==> src/rtl/fetch_unit.sv <==
// Instruction fetch stage: owns the PC, issues single-outstanding word fetches,
// and holds the returned instruction for decode until it is consumed or flushed.
module fetch_unit #(
    parameter logic [31:0] RESET_PC  = 32'h0000_0000,
    parameter logic [31:0] NOP_INSTR = 32'h0000_0013
) (
    input  logic        clk,
    input  logic        rst_n,
    output logic        imem_req,
    output logic [31:0] imem_addr,
    input  logic        imem_ack,
    input  logic [31:0] imem_rdata,
    input  logic        redirect_valid,
    input  logic [31:0] redirect_pc,
    output logic [31:0] instr,
    output logic [31:0] instr_pc,
    output logic [31:0] instr_pc4,
    output logic        instr_valid,
    input  logic        instr_ready,
    output logic        fetch_err
);

    typedef enum logic [1:0] {
        IDLE = 2'd0,
        REQ  = 2'd1,
        HOLD = 2'd2,
        ERR  = 2'd3
    } state_t;

    state_t      state_q, state_d;
    logic [31:0] pc_q, pc_d;
    logic        kill_q, kill_d;
    logic        err_pend_q, err_pend_d;
    logic        req_q, req_d;
    logic [31:0] addr_q, addr_d;
    logic [31:0] instr_q, instr_d;
    logic [31:0] instr_pc_q, instr_pc_d;
    logic [31:0] instr_pc4_q, instr_pc4_d;
    logic        valid_q, valid_d;
    logic        err_q, err_d;

    logic        redir_mis;
    logic [31:0] drop_pc;
    logic        drop_bad;

    assign redir_mis = (redirect_pc[1:0] != 2'b00);
    // On a dropped ack, a same-cycle redirect is the latest one and overrides any pending target.
    assign drop_pc   = redirect_valid ? redirect_pc : pc_q;
    assign drop_bad  = redirect_valid ? redir_mis : err_pend_q;

    always_comb begin
        state_d     = state_q;
        pc_d        = pc_q;
        kill_d      = kill_q;
        err_pend_d  = err_pend_q;
        req_d       = req_q;
        addr_d      = addr_q;
        instr_d     = instr_q;
        instr_pc_d  = instr_pc_q;
        instr_pc4_d = instr_pc4_q;
        valid_d     = valid_q;
        err_d       = err_q;

        case (state_q)
            IDLE: begin
                state_d = REQ;
                req_d   = 1'b1;
                addr_d  = {pc_q[31:2], 2'b00};
            end

            REQ: begin
                if (imem_ack) begin
                    if (kill_q || redirect_valid) begin
                        kill_d     = 1'b0;
                        err_pend_d = 1'b0;
                        pc_d       = drop_pc;
                        if (drop_bad) begin
                            state_d = ERR;
                            req_d   = 1'b0;
                            err_d   = 1'b1;
                        end else begin
                            state_d = REQ;
                            req_d   = 1'b1;
                            addr_d  = drop_pc;
                        end
                    end else begin
                        state_d     = HOLD;
                        req_d       = 1'b0;
                        instr_d     = imem_rdata;
                        instr_pc_d  = addr_q;
                        instr_pc4_d = addr_q + 32'd4;
                        valid_d     = 1'b1;
                        pc_d        = addr_q + 32'd4;
                    end
                end else if (redirect_valid) begin
                    // Address stays put until the memory accepts; the ack is then discarded.
                    pc_d       = redirect_pc;
                    kill_d     = 1'b1;
                    err_pend_d = redir_mis;
                end
            end

            HOLD: begin
                if (redirect_valid) begin
                    valid_d = 1'b0;
                    instr_d = NOP_INSTR;
                    pc_d    = redirect_pc;
                    if (redir_mis) begin
                        state_d = ERR;
                        err_d   = 1'b1;
                    end else begin
                        state_d = REQ;
                        req_d   = 1'b1;
                        addr_d  = redirect_pc;
                    end
                end else if (instr_ready) begin
                    valid_d = 1'b0;
                    instr_d = NOP_INSTR;
                    state_d = REQ;
                    req_d   = 1'b1;
                    addr_d  = pc_q;
                end
            end

            ERR: begin
                req_d   = 1'b0;
                valid_d = 1'b0;
                instr_d = NOP_INSTR;
                err_d   = 1'b1;
            end

            default: begin
                state_d = IDLE;
            end
        endcase
    end

    always_ff @(posedge clk) begin
        if (!rst_n) begin
            state_q     <= IDLE;
            pc_q        <= RESET_PC;
            kill_q      <= 1'b0;
            err_pend_q  <= 1'b0;
            req_q       <= 1'b0;
            addr_q      <= RESET_PC;
            instr_q     <= NOP_INSTR;
            instr_pc_q  <= RESET_PC;
            instr_pc4_q <= RESET_PC + 32'd4;
            valid_q     <= 1'b0;
            err_q       <= 1'b0;
        end else begin
            state_q     <= state_d;
            pc_q        <= pc_d;
            kill_q      <= kill_d;
            err_pend_q  <= err_pend_d;
            req_q       <= req_d;
            addr_q      <= addr_d;
            instr_q     <= instr_d;
            instr_pc_q  <= instr_pc_d;
            instr_pc4_q <= instr_pc4_d;
            valid_q     <= valid_d;
            err_q       <= err_d;
        end
    end

    assign imem_req    = req_q;
    assign imem_addr   = addr_q;
    assign instr       = instr_q;
    assign instr_pc    = instr_pc_q;
    assign instr_pc4   = instr_pc4_q;
    assign instr_valid = valid_q;
    assign fetch_err   = err_q;

endmodule
==> config.mk <==
export PLATFORM = sky130hd
export DESIGN_NAME = fetch_unit
export DESIGN_NICKNAME = d
export VERILOG_FILES = /design/src/rtl/fetch_unit.sv
export SDC_FILE = /design/constraint.sdc
export NUM_CORES = 1
export LEC_CHECK = 0
export CAP_MARGIN = 20
export CORE_AREA = 2 2 185 133
export CTS_CLUSTER_SIZE = 10
export DETAILED_ROUTE_END_ITERATION = 7
export DIE_AREA = 0 0 187 135
export SLEW_MARGIN = 5
export SYNTH_ARGS = -nofsm -noshare
export SYNTH_HDL_FRONTEND = slang
export SYNTH_SLANG_ARGS = --single-unit
==> constraint.sdc <==
create_clock -name clk -period 2.4 [get_ports clk]
set_input_delay 0.24 -clock clk [delete_from_list [all_inputs] [get_ports clk]]
set_output_delay 0.24 -clock clk [all_outputs]
set_load 0.05 [all_outputs]
==> results.py <==
metrics = {
    "clock_network": {
        "holdBufCountCts": 0,
        "cts_tree": "built",
        "cts_root_buf": "clkbuf_16",
        "cts.reportedPaths.clkPinSlew_ns": 0.07,
        "cts_resized": 0,
        "cts_sinks": 165,
        "insertion_delay_ns": 0.43,
        "cts_setup_buffers": 0,
        "cts_buffers": 17,
        "cts_max_level": 4,
        "clockBufferDepth": 2,
    },
    "floorplan": {
        "die_x_um": 187,
        "io_pins": 200,
        "dieArea_um2": 25200,
        "die_h_um": 135,
        "start_util_pct": 29.7,
        "row_count": 47,
        "core_area_um2": 23300,
    },
    "yosys": {
        "ys_seq_area_share_pct": 47.7,
        "ys_async_sr_fraction_pct": 0,
        "synthTopCellsByCount": "165 x dfxtp_1, 152 x nand2_1, 80 x nor2_1",
        "synth-seq-cells": 165,
        "synth_most_common_cell": "dfxtp_1",
        "yosysTopAreaCell": "dfxtp_1",
        "synth_nets": 894,
        "synth-edff-count": 0,
        "synth_warnings": 0,
        "syn_avg_cell_area_um2": 8.45,
        "syn_inst": 820,
        "syn_area_um2": 6930,
        "yosysUniqueCellTypes": 52,
        "yosys_most_used_dff": "dfxtp_1",
        "yosys.area.top_type_share_pct": 47.7,
        "synth_area_leaders": "dfxtp_1 48%, nand2_1 8.2%, a21oi_1 4.8%",
    },
    "hold_path": {
        "worst_hold_path_type": "in2reg",
        "min_path_cells": 3,
    },
    "routing": {
        "wl_per_cell_um": 16.7,
        "wirelength_mm": 22.5,
        "drc_errors": 0,
        "dr.pass1.iters": 5,
        "viasPerCell": 4.93,
        "drt-initial-drc-count": 428,
        "vias": 6659,
        "ant_nets": 0,
    },
    "timing": {
        "drv_slew": 0,
        "fin_crit_ns": 2.15,
        "worst-slew-pin-transition_ns": 0.665,
        "rsz0062_at_grt": "no",
        "fmax_mhz": 466,
        "setup_tns_ns": 0,
        "setup_viol_count_final": 0,
        "max_slew_margin_pct": 55.7,
        "hold_violations": 0,
        "fin_skew_ns": 0.0116,
        "timing.final.crit_share_pct": 89.5,
    },
    "setup_path": {
        "crit_path_cell_trace": "inv_1 > ha_1 > nor3b_1 > or4b_2 > buf_12 > a22oi_1 > nor2_1",
        "slowest_stage": "or4b_2",
        "regToRegEndpoint": "instr[24]",
        "endpoint": "instr[24]",
        "crit_path_end_kind": "flop",
        "startpoint": "state_q[0]",
        "max_stage_delay_ns": 0.69,
        "crit_type": "reg2reg",
        "r2r-start": "state_q[0]",
        "r2r_cells": 7,
        "cp-start-kind": "flop",
        "worstPathRequired_ns": 2.69,
        "cp_max_fo": 30,
        "crit_arrival_ns": 2.44,
        "ff2ff_setup_slack_ns": 0.25,
    },
    "global_routing": {
        "antenna_found_initial": 0,
        "grt_pass1_vias": 6528,
        "grt_max_degree": 131,
        "grt_pass1_wl_mm": 35.9,
        "grt_usage_pct": 18.0,
        "gr-total-overflow": 0,
    },
    "place": {
        "gp_congestion": 0.775,
        "hpwl_mm": 15.4,
        "portBuffers": 199,
    },
    "status": {
        "status": "finished clean",
    },
    "final_layout": {
        "layout-drive-gt1-share_pct": 9.97,
        "final_nets": 1094,
        "utilization_pct": 43.2,
        "antenna_cells": 0,
        "syn2layout_area_growth_pct": 45.5,
    },
    "job": {
        "cap_violations": 0,
    },
    "power_and_ir_drop": {
        "power_density_nw_per_um2": 1110,
        "ir_drop_uv": 537,
        "power_leakage_nw": 3.60,
    },
}
area by class of cell:
class	instances	area, um2
clock buffer	20	457
fill	2297	13300
timing repair buffer	250	2460
inverter	8	32.5
tap	318	398
clock inverter	12	118
multi-input combinational	578	3310
sequential	165	3310
sequential cells by signal, summed over array words and instances, names as in the netlist:
name         cells
kill_q           1
imem_addr       32
instr_valid      1
pc_q            32
imem_req         1
state_q          2
instr           32
fetch_err        1
instr_pc4       30
err_pend_q       1
instr_pc        32
cell families (layout without fill, tap and decap cells):
family          count (synthesis)  after routing  synth area share (%)
compound gates                230            230                  21.5
xor+xnor                       27             27                  3.41
fa+ha+maj                       5              5                 0.903
buf+inv                        77            290                  4.79
flops                         165            165                  47.7
mux                            15             15                  2.22
simple gates                  301            301                  19.5
worst min-delay path by stage:
stage / from / to / slack [ns]
global placement: instr_valid / instr_valid / 0.44
global route: redirect_pc[13] / imem_addr[13] / 0.42
floorplan: imem_rdata[0] / instr[0] / 0.39
finish: redirect_pc[16] / imem_addr[16] / 0.40
CTS: redirect_pc[23] / imem_addr[23] / 0.39
detailed placement: instr_valid / instr_valid / 0.45
where the power goes:
part	internal, W	switching [W]	total, W
Sequential	0.00325	0.000379	0.00363
Clock	0.00150	0.00121	0.00271
Combinational	0.00176	0.00312	0.00488
Total	0.00651	0.00471	0.0112
worst max-delay path: cells and delay by family, from the launching register on:
family | cells | cell delay [ns]
buffers and inverters | 2 | 0.28
adders and majority gates | 1 | 0.23
DFF | 1 | 0.39
and+or+nand+nor | 3 | 0.93
AOI/OAI and AO/OA | 1 | 0.17
cell usage in the layout (no fill, tap or decap), types with 3 or more instances in the layout:
master           count
and2_1               4
nor2b_1              5
xnor2_1             15
dfxtp_1            163
nand3_1             13
o22ai_1             24
a311oi_1            28
mux2_2               3
a211oi_1             9
clkbuf_16           17
a31o_2               5
a22oi_1             29
inv_1                7
nor3_1               9
o211ai_1             4
a21boi_0            20
clkinv_4             4
ha_1                 5
mux2i_1             12
buf_12               7
inv_6                4
xor2_1              12
nand2_1            152
nand4_1              9
buf_4               44
nor2_1              80
clkdlybuf4s50_1    199
and3_1               5
a21oi_1             67
o21ai_0             33
per-layer routing:
layer / up-vias / GRT usage (%) / share of wire, %
met2: 220 / 26.1 / 41
met5: - / 0 / 0
met1: 3123 / 25.4 / 50
met3: 23 / 5.17 / 7.8
li1: 3293 / - / -
met4: 0 / 6.04 / 1.3
metrics by stage:
stage	setup slack (ns)	instance area, um2	total power [W]	instances	hold WS [ns]
finish	0.252	10100	0.0112	1351	0.403
global route	0.104	10100	0.0118	1351	0.421
floorplan	0.0859	6930	0.00673	820	0.386
detailed placement	0.0256	9510	0.00855	1319	0.446
CTS	0.261	10100	0.0113	1351	0.390
global placement	0.135	9510	0.00853	1319	0.442
Note: power is estimated with default switching activity, not from simulation.
